`src/rtl/display_pkg.sv`:
```
// rtl/display_pkg.sv - shared FSM states, segment constants and digit glyphs for the 7-seg path
package display_pkg;

  typedef enum logic [1:0] {IDLE, LOAD, SHIFT, FORMAT} state_t;

  // Segment bit order is {g,f,e,d,c,b,a}; patterns here are lit-high, polarity applied per digit.
  localparam logic [6:0] SEG_BLANK = 7'h00;
  localparam logic [6:0] SEG_DASH  = 7'h40;

  function automatic logic [6:0] glyph(input logic [3:0] code);
    case (code)
      4'h0: glyph = 7'h3F;
      4'h1: glyph = 7'h06;
      4'h2: glyph = 7'h5B;
      4'h3: glyph = 7'h4F;
      4'h4: glyph = 7'h66;
      4'h5: glyph = 7'h6D;
      4'h6: glyph = 7'h7D;
      4'h7: glyph = 7'h07;
      4'h8: glyph = 7'h7F;
      4'h9: glyph = 7'h6F;
      4'hA: glyph = 7'h77;
      4'hB: glyph = 7'h7C;
      4'hC: glyph = 7'h39;
      4'hD: glyph = 7'h5E;
      4'hE: glyph = 7'h79;
      default: glyph = 7'h71;
    endcase
  endfunction

endpackage

```
`src/rtl/seg7_nibble_dec.sv`:
```
// rtl/seg7_nibble_dec.sv - one digit: code + blank/dash flags to 7 segments (HEX_MODE_EN enables A-F)
module seg7_nibble_dec #(
  parameter int SEG_ACTIVE_LOW = 1
) (
  input  logic [3:0] code,
  input  logic       blank,
  input  logic       dash,
  output logic [6:0] seg
);
  import display_pkg::*;

  logic [6:0] lit;

  always_comb begin
    if (dash)
      lit = SEG_DASH;
    else if (blank)
      lit = SEG_BLANK;
`ifdef HEX_MODE_EN
    else
      lit = glyph(code);
`else
    else if (code > 4'd9)
      lit = SEG_BLANK;
    else
      lit = glyph(code);
`endif
  end

  assign seg = (SEG_ACTIVE_LOW != 0) ? ~lit : lit;

endmodule

```
`src/rtl/bcd_display_ctrl.sv`:
```
// rtl/bcd_display_ctrl.sv - sequential double-dabble BCD display driver (HEX_MODE_EN adds hex_md)
module bcd_display_ctrl #(
  parameter int DATA_W         = 32,
  parameter int DIGITS         = 8,
  parameter int SEG_ACTIVE_LOW = 1
) (
  input  logic                  clock,
  input  logic                  reset,
  input  logic                  valid,
  input  logic [DATA_W-1:0]     valor,
  input  logic                  signed_md,
`ifdef HEX_MODE_EN
  input  logic                  hex_md,
`endif
  output logic                  busy,
  output logic                  done,
  output logic                  neg,
  output logic                  overflow,
  output logic [7*DIGITS-1:0]   segs
);
  import display_pkg::*;

  localparam int BW = 4 * (DIGITS + 2);
  localparam int CW = $clog2(DATA_W + 1);
  localparam logic [7*DIGITS-1:0] SEGS_OFF = {(7*DIGITS){SEG_ACTIVE_LOW != 0}};

  state_t              state;
  logic [DATA_W-1:0]   val_r, pend_val, mag;
  logic                sm_r, pend_sm, pending_v, sign_r;
  logic [BW-1:0]       bcd, bcd_adj;
  logic [CW-1:0]       cnt;
  logic                ovf;
  int                  msd;
  logic [DIGITS-1:0]   blank_v, dash_v;
  logic [7*DIGITS-1:0] seg_next;
`ifdef HEX_MODE_EN
  localparam int HW = DATA_W + 4 * DIGITS;
  logic          hex_r, pend_hex, hex_ovf_r;
  logic [HW-1:0] hex_wide;
  assign hex_wide = {{(4*DIGITS){1'b0}}, val_r};
`endif

  always_comb begin
    bcd_adj = bcd;
    for (int i = 0; i < DIGITS + 2; i++)
      if (bcd[4*i +: 4] >= 4'd5)
        bcd_adj[4*i +: 4] = bcd[4*i +: 4] + 4'd3;
  end

  // Guard nibbles catch >DIGITS decimal digits; a sign needs the top digit free.
  always_comb begin
    msd = 0;
    for (int i = 1; i < DIGITS; i++)
      if (bcd[4*i +: 4] != 4'd0) msd = i;
    ovf = (bcd[BW-1 -: 8] != 8'd0) || (sign_r && (bcd[4*DIGITS-1 -: 4] != 4'd0));
`ifdef HEX_MODE_EN
    ovf = ovf || hex_ovf_r;
`endif
    blank_v = '0;
    dash_v  = '0;
    for (int i = 0; i < DIGITS; i++) begin
      blank_v[i] = (i > msd);
      dash_v[i]  = ovf || (sign_r && (i == msd + 1));
    end
  end

  for (genvar g = 0; g < DIGITS; g++) begin : g_dig
    seg7_nibble_dec #(.SEG_ACTIVE_LOW(SEG_ACTIVE_LOW)) u_dec (
      .code  (bcd[4*g +: 4]),
      .blank (blank_v[g]),
      .dash  (dash_v[g]),
      .seg   (seg_next[7*g +: 7])
    );
  end

  always_ff @(posedge clock) begin
    if (reset) begin
      state     <= IDLE;
      busy      <= 1'b0;
      done      <= 1'b0;
      neg       <= 1'b0;
      overflow  <= 1'b0;
      segs      <= SEGS_OFF;
      pending_v <= 1'b0;
      pend_val  <= '0;
      pend_sm   <= 1'b0;
      val_r     <= '0;
      sm_r      <= 1'b0;
      sign_r    <= 1'b0;
      mag       <= '0;
      bcd       <= '0;
      cnt       <= '0;
`ifdef HEX_MODE_EN
      hex_r     <= 1'b0;
      pend_hex  <= 1'b0;
      hex_ovf_r <= 1'b0;
`endif
    end else begin
      done <= 1'b0;
      if (valid && state != IDLE) begin
        pending_v <= 1'b1;
        pend_val  <= valor;
        pend_sm   <= signed_md;
`ifdef HEX_MODE_EN
        pend_hex  <= hex_md;
`endif
      end
      case (state)
        IDLE: begin
          if (valid) begin
            val_r     <= valor;
            sm_r      <= signed_md;
`ifdef HEX_MODE_EN
            hex_r     <= hex_md;
`endif
            pending_v <= 1'b0;
            busy      <= 1'b1;
            state     <= LOAD;
          end else if (pending_v) begin
            val_r     <= pend_val;
            sm_r      <= pend_sm;
`ifdef HEX_MODE_EN
            hex_r     <= pend_hex;
`endif
            pending_v <= 1'b0;
            busy      <= 1'b1;
            state     <= LOAD;
          end
        end
        LOAD: begin
          sign_r <= sm_r && val_r[DATA_W-1];
          mag    <= (sm_r && val_r[DATA_W-1]) ? (~val_r) + DATA_W'(1) : val_r;
          bcd    <= '0;
          cnt    <= CW'(DATA_W);
          state  <= SHIFT;
`ifdef HEX_MODE_EN
          hex_ovf_r <= 1'b0;
          if (hex_r) begin
            sign_r    <= 1'b0;
            bcd       <= {8'd0, hex_wide[4*DIGITS-1:0]};
            hex_ovf_r <= |(hex_wide >> (4*DIGITS));
            state     <= FORMAT;
          end
`endif
        end
        SHIFT: begin
          {bcd, mag} <= {bcd_adj, mag} << 1;
          cnt        <= cnt - CW'(1);
          if (cnt == CW'(1)) state <= FORMAT;
        end
        default: begin
          segs     <= seg_next;
          neg      <= sign_r;
          overflow <= ovf;
          done     <= 1'b1;
          busy     <= 1'b0;
          state    <= IDLE;
        end
      endcase
    end
  end

endmodule

```
`config.mk`:
```
export PLATFORM = sky130hd
export DESIGN_NAME = bcd_display_ctrl
export DESIGN_NICKNAME = d
export VERILOG_FILES = /design/src/rtl/display_pkg.sv /design/src/rtl/seg7_nibble_dec.sv /design/src/rtl/bcd_display_ctrl.sv
export SDC_FILE = /design/constraint.sdc
export NUM_CORES = 1
export LEC_CHECK = 0
export CAP_MARGIN = 10
export CORE_MARGIN = 2
export CORE_UTILIZATION = 28
export CTS_BUF_LIST = sky130_fd_sc_hd__clkbuf_8 sky130_fd_sc_hd__clkbuf_16
export CTS_CLUSTER_DIAMETER = 40
export DETAILED_ROUTE_END_ITERATION = 8
export GPL_ROUTABILITY_DRIVEN = 0
export GPL_TIMING_DRIVEN = 0
export MAX_ROUTING_LAYER = met4
export PLACE_DENSITY = 0.42
export SLEW_MARGIN = 20
export SYNTH_ARGS = -nofsm -noshare
export SYNTH_HDL_FRONTEND = slang
export SYNTH_SLANG_ARGS = --single-unit
export TNS_END_PERCENT = 30
```
`constraint.sdc`:
```
create_clock -name clock -period 4.3 [get_ports clock]
set_input_delay 0.645 -clock clock [delete_from_list [all_inputs] [get_ports clock]]
set_output_delay 0.645 -clock clock [all_outputs]
set_load 0.01 [all_outputs]
```
Word level (Yosys, flattened, before mapping)
Memory sizes are Yosys's and may differ from the RTL's. A register that Yosys moved wholly into a read port is not among the register bits.
Index checks and enable logic that the tools add are counted.

operators by class
  muxes and demuxes = 77
  bitwise gates (word level) = 10
  divide/modulo/power cells = 0
  shift-type cells = 0
  reductions and logical operators = 38
  multiply operators = 0
  add/sub/neg operators = 13
  equal/unequal tests = 12
  $lt $le $gt $ge = 26

operator list
  cell                   number
  $mux 32                9
  $mux 7                 24
  $eq 4x32->1 const A    4
  $gt 4x32->1 const A    4
  $mux 4                 25
  $pmux 40 s2            1
  $eq 3x32->1 const A    2
  $gt 3x32->1 const A    2
  $pmux 32 s2            1
  $not 7->7              8
  $ge 4x3->1 const B     10
  $add 4x2->4 const B    9
  $add 32x1->32 const B  1
  $add 32x2->32 const B  1
  $eq 2x32->1 const A    1
  $gt 1x32->1 const A    1
  $gt 2x32->1 const A    1
  $gt 4x4->1 const B     8
  $logic_not 32->1       1
  $not 32->32            1
  $reduce_bool 4->1      7
  $pmux 6 s2             1
  $logic_and 1x1->1      11
  $mux 1                 10
  other kinds (19)       33

word-level totals
  bits in registers = 208
  memories = 8
  memory bits (writable) = 0
  input port bits = 36
  memory bits (read-only) = 896
  bits in latches = 0

memory list
  memory            depth  bits a word  rd ports  clocked after memory_dff  wr ports  line               text
  (name not given)  16     7            1         1                         0         display_pkg.sv:11  case (code)
  (name not given)  16     7            1         1                         0         display_pkg.sv:11
  (name not given)  16     7            1         1                         0         display_pkg.sv:11
  (name not given)  16     7            1         1                         0         display_pkg.sv:11
  (name not given)  16     7            1         1                         0         display_pkg.sv:11
  (name not given)  16     7            1         1                         0         display_pkg.sv:11
  2 more memories   --     --           --        --                        --        --

Depth between registers and ports, before layout
  word-level depth = 14
  mapped depth = 14
  depth with buffers taken out = 13

By module
A second synthesis with hierarchy kept.

unflattened totals
  cell total of the unflattened synthesis = 1443
  area, all modules = 12354.3 µm²

by module, submodules not included
  module            area an instance (µm²)  cells an instance  times used
  bcd_display_ctrl  9821.9                  1123               1
  seg7_nibble_dec   316.6                   40                 8

Worst setup path before layout
OpenSTA, ideal clock, no wires.

  path type = reg-to-reg
  start point = reg state[0]
  end point = reg with a tool-made name
  clock period less this slack = 3.110 ns
  stages on the path, launching flop included = 14
  slack = 1.190 ns
  arrival = 3.053 ns
  data required time = 4.242 ns
  path buffers = 3
  path through = dfxtp_1 inv_1 ha_1 buf_2 nor2_1 clkbuf_1 buf_1 nand2_1 o21ai_0 inv_1 ha_1 inv_1 mux4_2 inv_1

RTL lines
  item                    line                     text
  from (decl)             bcd_display_ctrl.sv:27   state_t state;
  from (signal assigned)  bcd_display_ctrl.sv:78   state <= IDLE;
  from (signal assigned)  bcd_display_ctrl.sv:118  state <= LOAD;
  from (signal assigned)  bcd_display_ctrl.sv:127  state <= LOAD;

==> impl_metrics.json <==
{
  "ff2ff_path_depth": 13,
  "netlist_area_mm2": 0.0136,
  "crit_cells": 10,
  "final_common_cell": "dfxtp_1",
  "core_mm2": 0.0479,
  "finalSetupViolCount": 0,
  "critPathArrivalTime_ns": 4.56,
  "drive_above_1_share": 0.0766,
  "cts_tree": "done",
  "leakage_nw": 6.75,
  "finalSetupTns_ns": 0,
  "dpl_worst_slack_ns": -0.709,
  "drt_iter0_drc": 660,
  "crit_required_ns": 4.83,
  "path_class": "in -> reg",
  "drv_slew": 0,
  "worst_slack_ns": 0.261,
  "critical-path-top-delay-family": "buffers and inverters",
  "skew_ns": 0.0144,
  "clkSinkCount": 264,
  "met2_length_um": 20000,
  "m1WireLength_um": 18700,
  "row_count": 80,
  "synth-seq-cells": 264,
  "fin_crit_sh": 0.939,
  "ant_nets": 0,
  "synth-edff-count": 0,
  "seq_area_frac_synth": 0.388,
  "critPathBufInv": 6,
  "synth_warnings": 0,
  "cp_max_fo": 10,
  "netlist-cell-type-count": 81,
  "dpl.hpwl_um": 31200,
  "worst_pin_slew_ns": 0.937,
  "whs_path_depth": 1,
  "n_antenna_cell": 0,
  "hold-worst-slack_ns": 0.394,
  "final_nets": 1871,
  "critPathLaunchType": "primary input",
  "io_pins": 96,
  "crit_path_cell_trace": "clkbuf_1, clkinv_1, nand2_1, clkbuf_1, o21ai_0, inv_1, ha_1, inv_1, mux4_2, inv_1",
  "power_mw": 9.76,
  "grt_pass1_vias": 11967,
  "cts_max_path_buffers": 3,
  "grt_pass1_wl_um": 66800,
  "final_area_mm2": 0.0172,
  "layout_common_cells": "dfxtp_1, nand2_1, nor2_1, a21oi_1, inv_1",
  "dieArea_mm2": 0.0505,
  "wl_per_cell_um": 17.6,
  "cp-end-kind": "flop",
  "p_per_area_mw_per_mm2": 567,
  "path_common_cell": "inv_1",
  "numCtsBuffers": 52,
  "avgSynthCellArea_um2": 8.52,
  "synthCells": 1601,
  "rsz0062_at_grt": "yes",
  "via_count": 12116,
  "routed.top_layer": "met4",
  "area.growth.synth_to_final_pct": 26.1,
  "finalHoldViolations": 0,
  "drt_wl_total_um": 42300,
  "relSlewSlack": 0.374,
  "antenna_found_initial": 0,
  "placed_area_mm2": 0.0153,
  "worst_hold_path_type": "reg -> reg",
  "root_buffer": "clkbuf_16",
  "clk_pin_slew_worst_paths_ns": 0.05,
  "maxCapViolCount": 0,
  "grt_max_degree": 20,
  "met3_length_um": 1910,
  "fin_crit_ns": 4.04,
  "gr-usage-all-layers": 0.173,
  "htreeDepth": 2,
  "initial_core_util": 0.284,
  "synth_nets": 1725,
  "slowest_delay_ns": 0.70,
  "fmax_mhz": 248,
  "die_x_um": 225,
  "crit_slowest_cell": "clkinv_1",
  "ir_drop_uv": 285,
  "die_h_um": 225,
  "drc": 0,
  "r2r_slack_ns": 0.32,
  "synth_top_flop_cell": "dfxtp_1",
  "grt-ovfl-total": 0,
  "status": "finished, final reports clean",
  "async_flop_share": 0,
  "cts_hold_buf": 0,
  "clkLatencyLatePin_ns": 0.58,
  "avgViaCountPerCell": 5.04,
  "drt_first_pass_iters": 4,
  "port_buffers": 93
}
## path summary, 6_finish.rpt
path                         start                   end
max                          reset                  flop
min                           flop  segs[5]$_SDFFE_PP1P_
max reg2reg  state[1]$_SDFFE_PP0P_                  flop
min reg2reg                   flop  segs[5]$_SDFFE_PP1P_
## worst register-to-register path: cells and delay by family, from the launching register on
kind | cells | cell delay (ns)
DFF | 1 | 0.41
and+or+nand+nor | 2 | 0.46
buffers and inverters | 6 | 1.74
adders and majority gates | 2 | 0.64
AOI/OAI and AO/OA | 3 | 0.67
## per-stage QoR
step | util | cells
6_report | 0.359 | 2404
5_1_grt | 0.359 | 2404
4_1_cts | 0.359 | 2404
3_5_place_dp | 0.320 | 2309
3_3_place_gp | 0.320 | 2309
2_1_floorplan | - | 1601
## area by class of cell
type	instances	area (µm²)
flip-flops and latches	264	5290
repair buffers	93	931
clock inverters	39	468
clock buffers	57	1380
well taps	615	769
plain buffers	100	393
inverters	95	357
fillers	4978	30800
multi-input cells	1141	7610
## routing by layer
metal  global-route usage  up-vias
met1                0.208     5689
li1                     -     6039
met3               0.0331      103
met2                0.286      285
met5                    -        -
met4               0.0714        0
## where the power goes
group | switching [mW] | internal [mW]
logic | 1.67 | 0.785
registers | 0.299 | 2.76
clock network | 1.43 | 2.81
## cells in the mapped netlist (17+ instances only)
master / number / area [µm²]
a211oi_1: 46 / 345
a21oi_1: 135 / 676
a31oi_1: 25 / 156
a32oi_1: 17 / 149
and3_1: 34 / 213
buf_1: 23 / 86.3
clkbuf_1: 74 / 278
dfxtp_1: 264 / 5290
ha_1: 88 / 1100
inv_1: 89 / 334
mux2i_1: 67 / 671
nand2_1: 155 / 582
nand2b_1: 29 / 181
nand3_1: 19 / 95.1
nor2_1: 143 / 537
nor3_1: 45 / 225
o21ai_0: 60 / 300
xnor2_1: 18 / 158
## logic make-up after synthesis
logic type               share of synthesized area
XOR/XNOR                                    0.0206
multiplexers                                0.0599
AND/OR/NAND/NOR                              0.191
AO/OA/AOI/OAI                                0.206
adder cells (fa/ha/maj)                     0.0808
flip-flops                                   0.388
buffers and inverters                       0.0543
## repair_timing
action	CTS	global route
hold endpoints to repair	0	0
buffers inserted	0	0
gates resized for setup	5	4
endpoints found under the setup margin	42	7
Power figures use the tool's default switching activity.
